[src/rtl/sprite_collision_mixer.sv]
// Pixel compositor for target/projectile/player/background layers with
// per-target alive mask and a kill-event FIFO drained over valid/ready.
module sprite_collision_mixer #(
    parameter int N_TGT     = 5,
    parameter int N_PRJ     = 8,
    parameter int PIX_W     = 4,
    parameter int HIT_DEPTH = 4
) (
    input  logic                                   vga_clk_i,
    input  logic                                   vga_rst_i,
    input  logic                                   video_on_i,
    input  logic [PIX_W-1:0]                       bg_pix_i,
    input  logic [N_TGT-1:0]                       tgt_active_i,
    input  logic [PIX_W-1:0]                       tgt_pix_i,
    input  logic [N_PRJ-1:0]                       prj_active_i,
    input  logic [PIX_W-1:0]                       prj_pix_i,
    input  logic                                   plyr_active_i,
    input  logic [PIX_W-1:0]                       plyr_pix_i,
    input  logic                                   revive_i,
    output logic [PIX_W-1:0]                       vga_r,
    output logic [PIX_W-1:0]                       vga_g,
    output logic [PIX_W-1:0]                       vga_b,
    output logic [N_TGT-1:0]                       tgt_alive_o,
    output logic [$clog2(N_TGT+1)-1:0]             alive_cnt_o,
    output logic                                   all_dead_o,
    output logic                                   hit_valid_o,
    output logic [(N_TGT>1?$clog2(N_TGT):1)-1:0]   hit_idx_o,
    input  logic                                   hit_ready_i,
    output logic                                   overflow_o
);
    localparam int IDX_W  = (N_TGT > 1) ? $clog2(N_TGT) : 1;
    localparam int CNT_W  = $clog2(N_TGT + 1);
    localparam int PTR_W  = $clog2(HIT_DEPTH);
    localparam int FCNT_W = PTR_W + 1;

    logic [N_TGT-1:0]  alive_q, alive_d, live, kill_oh;
    logic [CNT_W-1:0]  cnt_q;
    logic [PIX_W-1:0]  pix_q, pix_d;
    logic [IDX_W-1:0]  kill_idx;
    logic [IDX_W-1:0]  mem [HIT_DEPTH];
    logic [PTR_W-1:0]  wr_ptr, rd_ptr;
    logic [FCNT_W-1:0] fcnt_q;
    logic              ovf_q, hit, full, pop, do_push;

    function automatic logic [CNT_W-1:0] popcnt(input logic [N_TGT-1:0] v);
        logic [CNT_W-1:0] c;
        c = '0;
        for (int i = 0; i < N_TGT; i++) c = c + CNT_W'(v[i]);
        return c;
    endfunction

    assign live    = tgt_active_i & alive_q;
    assign hit     = video_on_i & (|prj_active_i) & (|live);
    // Isolate the lowest live target; only that one dies this pixel.
    assign kill_oh = hit ? (live & (~live + N_TGT'(1))) : '0;
    assign alive_d = alive_q & ~kill_oh;

    always_comb begin
        kill_idx = '0;
        for (int i = N_TGT - 1; i >= 0; i--) begin
            if (live[i]) kill_idx = IDX_W'(i);
        end
    end

    always_comb begin
        pix_d = bg_pix_i;
        if (!video_on_i)         pix_d = '0;
        else if (|live)          pix_d = tgt_pix_i;
        else if (|prj_active_i)  pix_d = prj_pix_i;
        else if (plyr_active_i)  pix_d = plyr_pix_i;
    end

    assign full    = (fcnt_q == FCNT_W'(HIT_DEPTH));
    assign pop     = (fcnt_q != '0) & hit_ready_i;
    assign do_push = hit & (~full | pop);

    always_ff @(posedge vga_clk_i or negedge vga_rst_i) begin
        if (!vga_rst_i) begin
            alive_q <= '1;
            cnt_q   <= CNT_W'(N_TGT);
            pix_q   <= '0;
            wr_ptr  <= '0;
            rd_ptr  <= '0;
            fcnt_q  <= '0;
            ovf_q   <= 1'b0;
        end else begin
            pix_q <= pix_d;
            if (revive_i) begin
                alive_q <= '1;
                cnt_q   <= CNT_W'(N_TGT);
                wr_ptr  <= '0;
                rd_ptr  <= '0;
                fcnt_q  <= '0;
                ovf_q   <= 1'b0;
            end else begin
                alive_q <= alive_d;
                cnt_q   <= popcnt(alive_d);
                if (do_push) wr_ptr <= wr_ptr + PTR_W'(1);
                if (pop)     rd_ptr <= rd_ptr + PTR_W'(1);
                fcnt_q <= fcnt_q + FCNT_W'(do_push) - FCNT_W'(pop);
                if (hit && full && !pop) ovf_q <= 1'b1;
            end
        end
    end

    always_ff @(posedge vga_clk_i) begin
        if (do_push && !revive_i) mem[wr_ptr] <= kill_idx;
    end

    assign vga_r       = pix_q;
    assign vga_g       = pix_q;
    assign vga_b       = pix_q;
    assign tgt_alive_o = alive_q;
    assign alive_cnt_o = cnt_q;
    assign all_dead_o  = (cnt_q == '0);
    assign hit_valid_o = (fcnt_q != '0);
    assign hit_idx_o   = hit_valid_o ? mem[rd_ptr] : '0;
    assign overflow_o  = ovf_q;
endmodule

[config.mk]
export PLATFORM = sky130hd
export DESIGN_NAME = sprite_collision_mixer
export DESIGN_NICKNAME = d
export VERILOG_FILES = /design/src/rtl/sprite_collision_mixer.sv
export SDC_FILE = /design/constraint.sdc
export NUM_CORES = 1
export LEC_CHECK = 0
export ABC_AREA = 1
export CAP_MARGIN = 20
export CORE_MARGIN = 2
export CORE_UTILIZATION = 40
export CTS_CLUSTER_DIAMETER = 100
export CTS_CLUSTER_SIZE = 25
export DETAILED_ROUTE_END_ITERATION = 10
export PLACE_DENSITY_LB_ADDON = 0.3
export SETUP_SLACK_MARGIN = 0.3
export SLEW_MARGIN = 10
export SYNTH_ARGS = -nofsm -noshare
export SYNTH_HDL_FRONTEND = slang
export SYNTH_SLANG_ARGS = --single-unit
[constraint.sdc]
create_clock -name vga_clk_i -period 2.9 [get_ports vga_clk_i]
set_input_delay 0.725 -clock vga_clk_i [delete_from_list [all_inputs] [get_ports vga_clk_i]]
set_output_delay 0.725 -clock vga_clk_i [all_outputs]
set_load 0.01 [all_outputs]
# Yosys cells after proc, flatten, opt, wreduce, memory -nomap -nowiden
# Memory sizes are Yosys's and may differ from the RTL's.
# Cells that the tools add are included.
# totals
register_bits	20
latch_bits	0
mem_bits_rw	12
rom_bits	0
inputBits	35
output_inout_bits	26
word_cells	63
mem_count	1
# op_classes
n_addsub	9
n_mul	0
div_mod_pow	0
magnitude_cmp	0
eq_ne	1
shift	0
muxes	22
bitwise_logic	11
reduce_logical	12
# memory_table
name	words	word_bits	read_ports	rd_ports_with_merged_regs	wr	line	text
mem	4	3	1	0	1	40	logic [IDX_W-1:0] mem [HIT_DEPTH];
# ops
op	count
3-bit 2-to-1 mux	8
4-bit 2-to-1 mux	4
5-bit AND	3
5-bit 2-to-1 mux	2
5-bit inverter	2
3-bit by 1-bit adder with 3-bit output	3
2-bit 2-to-1 mux	4
8-bit OR reduction	1
2-bit nonzero test	3
5-bit by 1-bit adder with 5-bit output (second input constant)	1
5-bit OR reduction	1
2-bit by 1-bit adder with 2-bit output (second input constant)	2
1-bit AND	4
1-bit 2-to-1 mux	4
2-bit by 1-bit adder with 3-bit output	1
3-bit equality test (second input constant)	1
1-bit logical AND	3
3-bit zero test	1
3-bit nonzero test	1
3-bit by 1-bit subtractor with 3-bit output	1
1-bit by 1-bit adder with 2-bit output	1
1-bit zero test	2
1-bit inverter	1
1-bit OR	1

# Depth between registers and ports, before layout
# logic_depth
ltp_word	12
mapped_depth	12

# Worst setup path before layout
# OpenSTA, ideal clock, no wires.
# synth_timing
path_type	input to register
start	input port prj_active_i[7]
end	register cnt_q[2], in the netlist alive_cnt_o[2]
setup_time_ns	0.084
arrival_time_ns	2.702
t_required_ns	2.816
slack_ns	0.114
stages	11
path_buffers	0
cell_sequence	nor2_1 > nand2_2 > nor2_4 > nor2_4 > nand2_4 > o21ai_2 > fa_1 > inv_1 > fa_1 > ha_1 > or2_2
# synth_between
elab_chain_cells	11
# synth_rtl
item	line	text
start, declared	15	input logic [N_PRJ-1:0] prj_active_i,
8-bit OR reduction *	53	assign hit = video_on_i & (|prj_active_i) & (|live);
1-bit AND * (2 in a row)	53	
5-bit 2-to-1 mux *	55	assign kill_oh = hit ? (live & (~live + N_TGT'(1))) : '0;
5-bit inverter *	56	assign alive_d = alive_q & ~kill_oh;
5-bit AND *	56	
1-bit by 1-bit adder with 2-bit output	48	for (int i = 0; i < N_TGT; i++) c = c + CNT_W'(v[i]);
2-bit by 1-bit adder with 3-bit output	48	
3-bit by 1-bit adder with 3-bit output	48	
3-bit by 1-bit adder with 3-bit output *	48	
3-bit 2-to-1 mux *	88	if (revive_i) begin
end signal, assigned	80	cnt_q <= CNT_W'(N_TGT);
end signal, assigned	90	cnt_q <= CNT_W'(N_TGT);
end signal, assigned	97	cnt_q <= popcnt(alive_d);
end, declared	37	logic [CNT_W-1:0] cnt_q;
# Mark *: on every way between the ends. The rest lies on a longest branch, timed or not.
# A chain may end at the register's enable or synchronous reset.

# Worst setup path in the final report
# layout_timing
start	input port prj_active_i[6]
end	register cnt_q[2], in the netlist alive_cnt_o[2]
# The elaborated chain is that of the path after synthesis.

==> flow_metrics.env <==
export IMPL_status="finished, final reports clean"
export IMPL_whs_ns=0.501
export IMPL_antenna_found_initial=0
export IMPL_crit_chain="buf_2 > nor2_2 > nand2_2 > nor2_4 > nor2_4 > nand2_8 > o21ai_4 > fa_1 > inv_1 > fa_2 > ha_4 > or2_4"
export IMPL_synth_main_ff_cell="dfrtp_1"
export IMPL_final_seq_area_um2=871
export IMPL_maxSlewViolCount=0
export IMPL_clk_path_buf_depth=2
export IMPL_vias=1543
export IMPL_cts_tree="yes"
export IMPL_dr_pass1_iters=4
export IMPL_clk_pin_slew_ns=0.07
export IMPL_grt_ovfl_total=0
export IMPL_synth_avg_cell_area_um2=9.35
export IMPL_ir_drop_mv=0.296
export IMPL_cp_arrival_ns=2.72
export IMPL_crit_path_frequent_cell="nor2_4"
export IMPL_grt_pass1_wl_um=6930
export IMPL_dieArea_um2=5240
export IMPL_critPathKind="in2reg"
export IMPL_critical_path_slowest_cell="fa_1"
export IMPL_rows=24
export IMPL_drtIter0Drc=65
export IMPL_period_minus_slack_ns=2.50
export IMPL_synth_yosys_seq_area_share_pct=46.5
export IMPL_num_fill_cells=384
export IMPL_gp_congestion=0.805
export IMPL_report_final_setup_viol=0
export IMPL_drc=0
export IMPL_viasPerCell=4.68
export IMPL_finalHoldViolations=0
export IMPL_syn_num_nets=245
export IMPL_wire_per_inst_um=12.2
export IMPL_path_max_fanout=4
export IMPL_fmax_ghz=0.400
export IMPL_fp_coreArea_um2=4440
export IMPL_grt_pass1_vias=1549
export IMPL_slew_headroom_pct=48.6
export IMPL_netlist_area_um2=1870
export IMPL_yosys_top_cells_area="edfxtp_1 19%, dfrtp_1 17%, dfstp_2 9.8%"
export IMPL_rsz0062_at_grt="true"
export IMPL_multi_input_area_um2=882
export IMPL_ios=61
export IMPL_critPathLaunchType="input pin"
export IMPL_dpl_worst_slack_ns=-0.338
export IMPL_maxCapViolCount=0
export IMPL_grt_usage_pct=17.5
export IMPL_io_buffers=60
export IMPL_syn_to_final_growth_pct=46.4
export IMPL_power_density_nw_per_um2=556
export IMPL_syn_inst=200
export IMPL_start_util_pct=42.1
export IMPL_yosysUniqueCellTypes=33
export IMPL_fp_dieW_um=72.4
export IMPL_p_leak_nw=1.20
export IMPL_final_util_pct=61.6
export IMPL_wl_um=4030
export IMPL_cp_slowest_stage_delay_ns=0.55
export IMPL_nNetsFinal=322
export IMPL_synth_top_area_share_pct=19.3
export IMPL_diodes=0
export IMPL_worst_hold_path_type="reg2reg"
export IMPL_min_period_over_period_pct=86.3
export IMPL_hpwl_um=3180
export IMPL_cts_hold_buf=0
export IMPL_yosysWarnings=0
export IMPL_crit_required_ns=3.11
export IMPL_tightest_slew_ns=0.768
export IMPL_power_mw=1.52
export IMPL_die_h_um=72.4
export IMPL_antenna_left=0
export IMPL_ys_seq_elements=32
export IMPL_dp_cells=316
export IMPL_grt_max_degree=18
export IMPL_drive_above_1_share_pct=31.7
export IMPL_cp_end_kind="register"
export IMPL_skew_ns=0.0120
export IMPL_async_flop_share_pct=62.5
export IMPL_cts_sinks=32
export IMPL_synth_edf_count=12
export IMPL_worst_slack_ns=0.399
export IMPL_ys_top_cells_by_count="28 x nor2_1, 27 x inv_1, 21 x nand2_1"
export IMPL_htree_levels=2
export IMPL_yosysTopAreaCell="edfxtp_1"
export IMPL_yosys_cell_count_top_type="nor2_1"
export IMPL_final_cell_count_no_fill=330
export IMPL_numCtsBuffers=5
export IMPL_clock_latency_ns=0.28
export IMPL_root_buffer="clkbuf_8"
-- placed cells by master, fill, tap and decap left out, drive strengths merged, types with 3 or more instances in the layout --
master / netlist / layout
fa: 3 / 3
nor2: 32 / 32
dfstp: 7 / 7
nand2: 31 / 31
nand3: 5 / 5
inv: 29 / 29
dfrtp: 13 / 13
a21oi: 15 / 15
clkbuf: 0 / 11
o21ai: 24 / 24
buf: 11 / 28
clkdlybuf4s50: 0 / 46
clkinv: 2 / 3
ha: 7 / 7
edfxtp: 12 / 12
-- layout make-up --
cell class,instances,share of cell area (%)
clock inverter,2,1.28
sequential,32,31.8
timing repair buffer,81,25.4
clock buffer,6,2.65
inverter,31,4.29
tap,52,2.38
multi-input combinational,126,32.2
-- path summary, 6_finish.rpt --
path,start,end,slack [ns],cells past startpoint
setup reg to reg,tgt_alive_o[3],alive_cnt_o[0],0.47,10
max in group asynchronous,vga_rst_i,tgt_alive_o[0],1.35,2
hold / removal,tgt_alive_o[4],tgt_alive_o[4],0.50,2
setup / recovery,prj_active_i[6],alive_cnt_o[2],0.40,12
hold reg to reg,tgt_alive_o[4],tgt_alive_o[4],0.50,2
min in group asynchronous,vga_rst_i,vga_b[0],0.89,1
-- power by group --
| group | switching [mW] | total, mW | internal (mW) |
|---|---|---|---|
| Combinational | 0.250 | 0.522 | 0.272 |
| Clock | 0.154 | 0.408 | 0.255 |
| Sequential | 0.0619 | 0.593 | 0.531 |
-- critical path, delay by kind of cell --
kind / cells / cell delay (ns)
buffers and inverters: 2 / 0.15
AO/OA/AOI/OAI: 1 / 0.07
AND/OR/NAND/NOR: 6 / 0.69
adder cells (fa/ha/maj): 3 / 1.06
-- layer usage --
metal  GRT usage, %  part of all wire [%]  vias up
met1           20.7                    45      718
met2           29.8                    50       33
met5              0                     0        -
li1               -                     -      784
met4           6.38                   2.2        0
met3           5.56                   3.3        8
-- sequential cells by signal, indices dropped and copies added (netlist names) --
| name | count |
|---|---|
| fcnt_q | 3 |
| rd_ptr | 2 |
| vga_b | 4 |
| overflow_o | 1 |
| alive_cnt_o | 3 |
| tgt_alive_o | 5 |
| wr_ptr | 2 |
| mem | 12 |
-- cell families after synthesis --
logic type	after synthesis	synth area share (%)
adder cells (fa/ha/maj)	10	7.89
AND/OR/NAND/NOR	75	22.3
buffers and inverters	42	10.3
AO/OA/AOI/OAI	39	12.0
flip-flops	32	46.5
XOR/XNOR	2	0.937
-- timing repair --
item	in CTS	in global routing
resized for setup	43	6
pin swaps	23	12
setup endpoints to repair	5	5
buffers inserted	3	3
-- metrics by stage --
step	setup TNS (ns)	area (um^2)
finish	0	2740
global route	0	2740
CTS	0	2740
detailed placement	-1.07	2620
global placement	-0.867	2620
floorplan	0	1910
Note: power is estimated with default switching activity, not from simulation.
